## src/rtl/mispredict_recovery_ctrl_if.sv

```systemverilog
// Recovery-controller signal bundle.
// Groups the branch-selector input, the fetch redirect handshake, the rename
// restore handshake and the perf-counter pulses into one interface.
//   master : the recovery controller (drives OUT_*, samples IN_*)
//   slave  : the surrounding pipeline (drives IN_*, samples OUT_*)
interface mispredict_recovery_ctrl_if #(
  parameter int SQN_W = 7,
  parameter int PC_W  = 32
);
  logic             IN_branchValid;
  logic             IN_branchFlush;
  logic [SQN_W-1:0] IN_branchSqN;
  logic [PC_W-1:0]  IN_branchDst;
  logic             OUT_mispredFlush;
  logic             OUT_stall;
  logic [SQN_W-1:0] OUT_recSqN;
  logic             OUT_redirValid;
  logic [PC_W-1:0]  OUT_redirPC;
  logic             IN_fetchReady;
  logic             OUT_restoreStart;
  logic             OUT_restoreFull;
  logic             IN_restoreDone;
  logic             OUT_PERFC_mispr;
  logic             OUT_PERFC_squash;

  modport master (
    input  IN_branchValid, IN_branchFlush, IN_branchSqN, IN_branchDst,
    input  IN_fetchReady, IN_restoreDone,
    output OUT_mispredFlush, OUT_stall, OUT_recSqN, OUT_redirValid, OUT_redirPC,
    output OUT_restoreStart, OUT_restoreFull, OUT_PERFC_mispr, OUT_PERFC_squash
  );

  modport slave (
    output IN_branchValid, IN_branchFlush, IN_branchSqN, IN_branchDst,
    output IN_fetchReady, IN_restoreDone,
    input  OUT_mispredFlush, OUT_stall, OUT_recSqN, OUT_redirValid, OUT_redirPC,
    input  OUT_restoreStart, OUT_restoreFull, OUT_PERFC_mispr, OUT_PERFC_squash
  );
endinterface

```

## src/rtl/mispredict_recovery_ctrl.sv

```systemverilog
// Mispredict / flush recovery sequencer.
// Accepts a taken mispredict or full flush from the branch selector, holds the
// flush window for FLUSH_CYCLES cycles, hands the redirect target to fetch with
// a ready/valid handshake, then runs the rename-map restore until it reports
// done. Older branches (or any full flush) pre-empt a running recovery; younger
// ones are dropped and counted.
// Ports:
//   clk  : clock
//   rst  : synchronous reset, active-low
//   bus  : mispredict_recovery_ctrl_if.master (branch in, redirect, restore, perf)
// All outputs are driven from flops.
module mispredict_recovery_ctrl #(
  parameter int SQN_W        = 7,
  parameter int PC_W         = 32,
  parameter int FLUSH_CYCLES = 2
) (
  input  logic                          clk,
  input  logic                          rst,
  mispredict_recovery_ctrl_if.master    bus
);

  typedef enum logic [1:0] {IDLE, FLUSH, REDIRECT, RESTORE} state_t;

  state_t           state, state_d;
  logic [3:0]       cnt, cnt_d;
  logic [SQN_W-1:0] rec_sqn, rec_sqn_d;
  logic [PC_W-1:0]  rec_pc, rec_pc_d;
  logic             rec_full, rec_full_d;
  logic             accept, squash;

  logic mispred_flush_d, stall_d, redir_valid_d;
  logic restore_start_d, restore_full_d, perfc_mispr_d, perfc_squash_d;

  // Modular age compare: a is strictly older than b when (a - b) is negative
  // as an SQN_W-bit signed value, so the comparison survives sqN wrap-around.
  function automatic logic is_older(input logic [SQN_W-1:0] a,
                                    input logic [SQN_W-1:0] b);
    logic signed [SQN_W-1:0] diff;
    diff = signed'(a - b);
    return diff < 0;
  endfunction

  // State and capture registers, plus the registered outputs
  always_ff @(posedge clk) begin
    if (!rst) begin
      state                <= IDLE;
      cnt                  <= '0;
      rec_sqn              <= '0;
      rec_pc               <= '0;
      rec_full             <= 1'b0;
      bus.OUT_mispredFlush <= 1'b0;
      bus.OUT_stall        <= 1'b0;
      bus.OUT_redirValid   <= 1'b0;
      bus.OUT_restoreStart <= 1'b0;
      bus.OUT_restoreFull  <= 1'b0;
      bus.OUT_PERFC_mispr  <= 1'b0;
      bus.OUT_PERFC_squash <= 1'b0;
    end else begin
      state                <= state_d;
      cnt                  <= cnt_d;
      rec_sqn              <= rec_sqn_d;
      rec_pc               <= rec_pc_d;
      rec_full             <= rec_full_d;
      bus.OUT_mispredFlush <= mispred_flush_d;
      bus.OUT_stall        <= stall_d;
      bus.OUT_redirValid   <= redir_valid_d;
      bus.OUT_restoreStart <= restore_start_d;
      bus.OUT_restoreFull  <= restore_full_d;
      bus.OUT_PERFC_mispr  <= perfc_mispr_d;
      bus.OUT_PERFC_squash <= perfc_squash_d;
    end
  end

  // Capture flops feed these directly; redirPC is stable for the whole
  // REDIRECT phase because recPC only changes on an accept.
  assign bus.OUT_recSqN  = rec_sqn;
  assign bus.OUT_redirPC = rec_pc;

  // Next-state: an accepted branch overrides every other transition
  always_comb begin
    state_d    = state;
    cnt_d      = cnt;
    rec_sqn_d  = rec_sqn;
    rec_pc_d   = rec_pc;
    rec_full_d = rec_full;
    accept     = 1'b0;
    squash     = 1'b0;

    if (bus.IN_branchValid) begin
      if (state == IDLE || bus.IN_branchFlush ||
          (!rec_full && is_older(bus.IN_branchSqN, rec_sqn)))
        accept = 1'b1;
      else
        squash = 1'b1;
    end

    if (accept) begin
      rec_sqn_d  = bus.IN_branchSqN;
      rec_pc_d   = bus.IN_branchDst;
      rec_full_d = bus.IN_branchFlush;
      cnt_d      = 4'(FLUSH_CYCLES - 1);
      state_d    = FLUSH;
    end else begin
      case (state)
        FLUSH: begin
          if (cnt == 4'd0) state_d = REDIRECT;
          else             cnt_d   = cnt - 4'd1;
        end
        REDIRECT: if (bus.IN_fetchReady)  state_d = RESTORE;
        RESTORE:  if (bus.IN_restoreDone) state_d = IDLE;
        default:  ;
      endcase
    end
  end

  // Output decode from the next state, registered above
  always_comb begin
    mispred_flush_d = (state_d == FLUSH);
    stall_d         = (state_d != IDLE);
    redir_valid_d   = (state_d == REDIRECT);
    restore_start_d = (state == REDIRECT) && (state_d == RESTORE);
    restore_full_d  = (state_d == RESTORE) && rec_full_d;
    perfc_mispr_d   = accept && !bus.IN_branchFlush;
    perfc_squash_d  = squash;
  end

endmodule

```

## src/flat_wrapper.sv

```systemverilog
// flat-port wrapper written by rule: the top's interface ports become plain ports
module mispredict_recovery_ctrl_flat 
#(
  parameter int SQN_W        = 7,
  parameter int PC_W         = 32,
  parameter int FLUSH_CYCLES = 2
)
  (clk, rst, bus_IN_branchValid, bus_IN_branchFlush, bus_IN_branchSqN, bus_IN_branchDst, bus_IN_fetchReady, bus_IN_restoreDone, bus_OUT_mispredFlush, bus_OUT_stall, bus_OUT_recSqN, bus_OUT_redirValid, bus_OUT_redirPC, bus_OUT_restoreStart, bus_OUT_restoreFull, bus_OUT_PERFC_mispr, bus_OUT_PERFC_squash);
  mispredict_recovery_ctrl_if #(.SQN_W(SQN_W), .PC_W(PC_W)) bus_i ();
  input  logic clk;
  input  logic rst;
  input wire logic [$bits(bus_i.IN_branchValid)-1:0] bus_IN_branchValid;
  input wire logic [$bits(bus_i.IN_branchFlush)-1:0] bus_IN_branchFlush;
  input wire logic [$bits(bus_i.IN_branchSqN)-1:0] bus_IN_branchSqN;
  input wire logic [$bits(bus_i.IN_branchDst)-1:0] bus_IN_branchDst;
  input wire logic [$bits(bus_i.IN_fetchReady)-1:0] bus_IN_fetchReady;
  input wire logic [$bits(bus_i.IN_restoreDone)-1:0] bus_IN_restoreDone;
  output wire logic [$bits(bus_i.OUT_mispredFlush)-1:0] bus_OUT_mispredFlush;
  output wire logic [$bits(bus_i.OUT_stall)-1:0] bus_OUT_stall;
  output wire logic [$bits(bus_i.OUT_recSqN)-1:0] bus_OUT_recSqN;
  output wire logic [$bits(bus_i.OUT_redirValid)-1:0] bus_OUT_redirValid;
  output wire logic [$bits(bus_i.OUT_redirPC)-1:0] bus_OUT_redirPC;
  output wire logic [$bits(bus_i.OUT_restoreStart)-1:0] bus_OUT_restoreStart;
  output wire logic [$bits(bus_i.OUT_restoreFull)-1:0] bus_OUT_restoreFull;
  output wire logic [$bits(bus_i.OUT_PERFC_mispr)-1:0] bus_OUT_PERFC_mispr;
  output wire logic [$bits(bus_i.OUT_PERFC_squash)-1:0] bus_OUT_PERFC_squash;
  assign bus_i.IN_branchValid = bus_IN_branchValid;
  assign bus_i.IN_branchFlush = bus_IN_branchFlush;
  assign bus_i.IN_branchSqN = bus_IN_branchSqN;
  assign bus_i.IN_branchDst = bus_IN_branchDst;
  assign bus_i.IN_fetchReady = bus_IN_fetchReady;
  assign bus_i.IN_restoreDone = bus_IN_restoreDone;
  assign bus_OUT_mispredFlush = bus_i.OUT_mispredFlush;
  assign bus_OUT_stall = bus_i.OUT_stall;
  assign bus_OUT_recSqN = bus_i.OUT_recSqN;
  assign bus_OUT_redirValid = bus_i.OUT_redirValid;
  assign bus_OUT_redirPC = bus_i.OUT_redirPC;
  assign bus_OUT_restoreStart = bus_i.OUT_restoreStart;
  assign bus_OUT_restoreFull = bus_i.OUT_restoreFull;
  assign bus_OUT_PERFC_mispr = bus_i.OUT_PERFC_mispr;
  assign bus_OUT_PERFC_squash = bus_i.OUT_PERFC_squash;
  mispredict_recovery_ctrl #(.SQN_W(SQN_W), .PC_W(PC_W), .FLUSH_CYCLES(FLUSH_CYCLES)) u_core (.clk(clk), .rst(rst), .bus(bus_i));
endmodule
```

## config.mk

```make
export PLATFORM = sky130hd
export DESIGN_NAME = mispredict_recovery_ctrl_flat
export DESIGN_NICKNAME = d
export VERILOG_FILES = /design/src/rtl/mispredict_recovery_ctrl_if.sv /design/src/rtl/mispredict_recovery_ctrl.sv /design/src/flat_wrapper.sv
export SDC_FILE = /design/constraint.sdc
export NUM_CORES = 1
export LEC_CHECK = 0
export CAP_MARGIN = 25
export CORE_MARGIN = 4
export CORE_UTILIZATION = 43
export CTS_CLUSTER_DIAMETER = 60
export DETAILED_ROUTE_END_ITERATION = 10
export PLACE_DENSITY = 0.79
export SYNTH_ARGS = -nofsm -noshare
export SYNTH_HDL_FRONTEND = slang
export SYNTH_SLANG_ARGS = --single-unit
```

## constraint.sdc

```tcl
create_clock -name clk -period 3 [get_ports clk]
set_input_delay 0.9 -clock clk [delete_from_list [all_inputs] [get_ports clk]]
set_output_delay 0.9 -clock clk [all_outputs]
set_load 0.05 [all_outputs]
```

==> run metrics <==
outcome=completed; post-DR wirelength/cell=13.1 um; vias in the first global route=approximately 1.9k; vias post-DR=about 1.9k; Buf/Inv on CP=2; Final nets=between 300 and 400; dpl ws=0.0809 ns; gp weighted congestion=slightly above 0.7; Clock power frac=0.200; worst slew pin tran=0.541 ns; Post-Synth Simple-Gate Area=0.196; CTS tree=built; Layout area overhead=45.8%; Post-Synth Adder-Cell Area=0.0330; Data arrival, critical path=2.81 ns; number of diodes=0; Setup Crit Path Kind=input port to register; Overall Global Routing Usage=0.170; clk slew on worst S/H paths=around 0.09 ns; CP Launch Type=input port; DRT Pass-1 Iters=4; P_int=around 1.2 mW; Comb pwr share=0.378; largest family of logic cells by synthesized area=simple AND/OR/NAND/NOR gates; area share of the leading cell type in the synthesized netlist=0.466; Clock Tree Buf Depth=2; first-pass GRT wire length=between 8 and 9 mm; type of the tightest min-delay check=register to register; Root Buffer=clkbuf_8; die width=~80 um; post-synth top area cell=dfxtp_1; Rel. slew slack=0.637; clk_skew=~0.0066 ns; WL met2=roughly 2.6 mm; CTS Buf Count=5; part of the power in registers=0.421; layout cells sized above 1=0.0685; met3 wire len=between 400 and 500 um; DRT Wirelength=between 5 and 6 mm; Synth Area in Compound Gates=0.0578; GRT Residual Overflow=0; IR drop worst, VDD=between 0.3 and 0.4 mV; crit-path max FO=9; DRC viols=0; Die Height=around 81 um; top layer in use=met4; Clock Sink Count=53; cts repair resizes=0; total core area=between 5000 and 6000 um^2; cells after synthesis=246; CP top delay family=buffers and inverters; endpoints failing hold=0; Cell Pwr Density=approximately 590 nW/um^2; critical path required time=3.24 ns; Setup Buffers After CTS=0; wl on met1=between 2 and 2.5 mm; antenna violations before repair=0; ANT nets after route=0; total power=approximately 2.0 mW; Leak Pwr=approximately 1.4 nW; clk_lat worst skew=0.31 ns; Synth area leaders=dfxtp_1, mux2i_1, nand2_1; io pins=91; crit-path cells=clkdlybuf4s50_1 > ha_1 > a21oi_1 > o221ai_2 > xnor2_2 > o21ai_4 > buf_4 > mux2i_1; CTS H-tree lvls=2; Die Area=~6500 um^2; Synth Area in XOR/XNOR=0.0226; largest net degree at the start of global routing=37; maxcap violations=0; Net Sw Frac=0.368; TNS Setup=0 ns; row cnt=26; P_sw=between 700 and 800 uW; Distinct cells, synth=31; RSZ-0062 raised after global routing=no; max-slew violation count=0; Detail Placement HPWL=4.04 mm; Initial Util=0.445; Crit. End Element=register; Crit path largest cell delay=0.42 ns; synthesized net count=about 300; Vias/cell=around 4.7; setup violators final=0; final worst slack=roughly 0.42 ns; final period utilization=0.859; Final min period=between 2 and 3 ns; synthesized area=about 2300 um^2; post-synthesis mux area share=0.172; post-synthesis sequential area ratio=0.466; fmax=slightly below 0.4 GHz; # port buffers=90; slowest CP cell=clkdlybuf4s50_1; Synth warnings=0; register bit total from synthesis=between 50 and 60; initial DRC count=131; hold-fix buffers at CTS=0; Syn Area/Cell=~9.2 um^2
[routing by layer]
layer	up-vias	GRT usage
li1	980	-
met1	873	0.195
met2	64	0.303
met3	2	0.0632
met4	0	0.0355
met5	-	0
[worst min-delay path, cell delays in order, from the launching register on]
cell and delay [ns]:
dfxtp_1 0.32, nand2_1 0.05, mux2i_1 0.05
[layout make-up]
cell class                 count  area, um^2
multi-input combinational    170        1090
tap                           70        87.6
fill                         437        1790
clock buffer                   5        68.8
timing repair buffer          96         953
sequential                    53        1060
clock inverter                 3        17.5
inverter                       9        33.8
[final timing paths]
| kind | to | depth (start not counted) | startpoint | slack (ns) |
|---|---|---|---|---|
| hold / removal | u_core.bus.OUT_redirPC[16] | 2 | u_core.bus.OUT_redirPC[16] | 0.46 |
| setup reg to reg | u_core.bus.OUT_redirPC[27] | 8 | u_core.bus.OUT_recSqN[5] | 1.01 |
| setup / recovery | u_core.bus.OUT_redirPC[27] | 8 | bus_IN_branchSqN[5] | 0.42 |
| hold reg to reg | u_core.bus.OUT_redirPC[16] | 2 | u_core.bus.OUT_redirPC[16] | 0.46 |
[flip-flops by register name, summed over array words and instances (netlist names)]
| register | cells |
|---|---|
| u_core.bus.OUT_restoreStart | 1 |
| u_core.bus.OUT_recSqN | 7 |
| u_core.rec_full | 1 |
| u_core.cnt | 4 |
| u_core.bus.OUT_PERFC_squash | 1 |
| u_core.bus.OUT_redirValid | 1 |
| u_core.bus.OUT_restoreFull | 1 |
| u_core.bus.OUT_stall | 1 |
| u_core.bus.OUT_PERFC_mispr | 1 |
| u_core.bus.OUT_mispredFlush | 1 |
| u_core.state | 2 |
| u_core.bus.OUT_redirPC | 32 |
[power groups by stage]
| stage | logic (mW) | clock network (mW) | registers (mW) |
|---|---|---|---|
| after detailed placement | 0.749 | 0 | 0.844 |
| after CTS | 0.751 | 0.410 | 0.829 |
| after global placement | 0.735 | 0 | 0.843 |
| after floorplan | 0.269 | 0 | 1.08 |
| final | 0.743 | 0.394 | 0.829 |
| after global routing | 0.789 | 0.444 | 0.838 |
[cells in the mapped netlist (all sizes together)]
| master | n |
|---|---|
| o21ai | 2 |
| nand2b | 4 |
| nor4b | 1 |
| a2111oi | 1 |
| xnor2 | 3 |
| dfxtp | 53 |
| inv | 9 |
| nand4 | 1 |
| o22ai | 1 |
| o221ai | 1 |
| a21oi | 5 |
| nor3b | 4 |
| xor2 | 2 |
| or2 | 1 |
| nor2 | 3 |
| buf | 5 |
| a22oi | 1 |
| o21a | 3 |
| ha | 6 |
| nor4 | 1 |
| nor3 | 5 |
| nand2 | 84 |
| a31oi | 1 |
| mux2i | 39 |
| clkbuf | 9 |
| o31a | 1 |
[metrics by stage]
step	cells	hold slack [ns]	area, um^2	util
floorplan	246	0.436	2270	-
global placement	398	0.441	3230	0.632
detailed placement	398	0.451	3230	0.632
CTS	406	0.464	3320	0.649
global route	406	0.482	3320	0.649
finish	406	0.460	3320	0.649
[cells by family (layout without fill, tap and decap cells)]
logic type,Yosys count,in the layout
muxes,39,39
and+or+nand+nor,104,104
buffers and inverters,23,113
DFF,53,53
xor gates and xnor gates,5,5
adders and majority gates,6,6
AOI/OAI and AO/OA,16,16
[cells in the final DEF, fill, tap and decap left out, types with 2 or more instances in the layout]
master / instances
clkdlybuf4s50_1: 89
nand2_1: 84
dfxtp_1: 53
mux2i_1: 39
inv_1: 9
ha_1: 6
nor3_1: 5
clkbuf_8: 5
buf_4: 5
nand2b_1: 4
a21oi_1: 4
nor2_1: 3
nor3b_1: 3
o21a_1: 3
xnor2_1: 2
xor2_1: 2
clkinv_2: 2
Power figures use the tool's default switching activity.
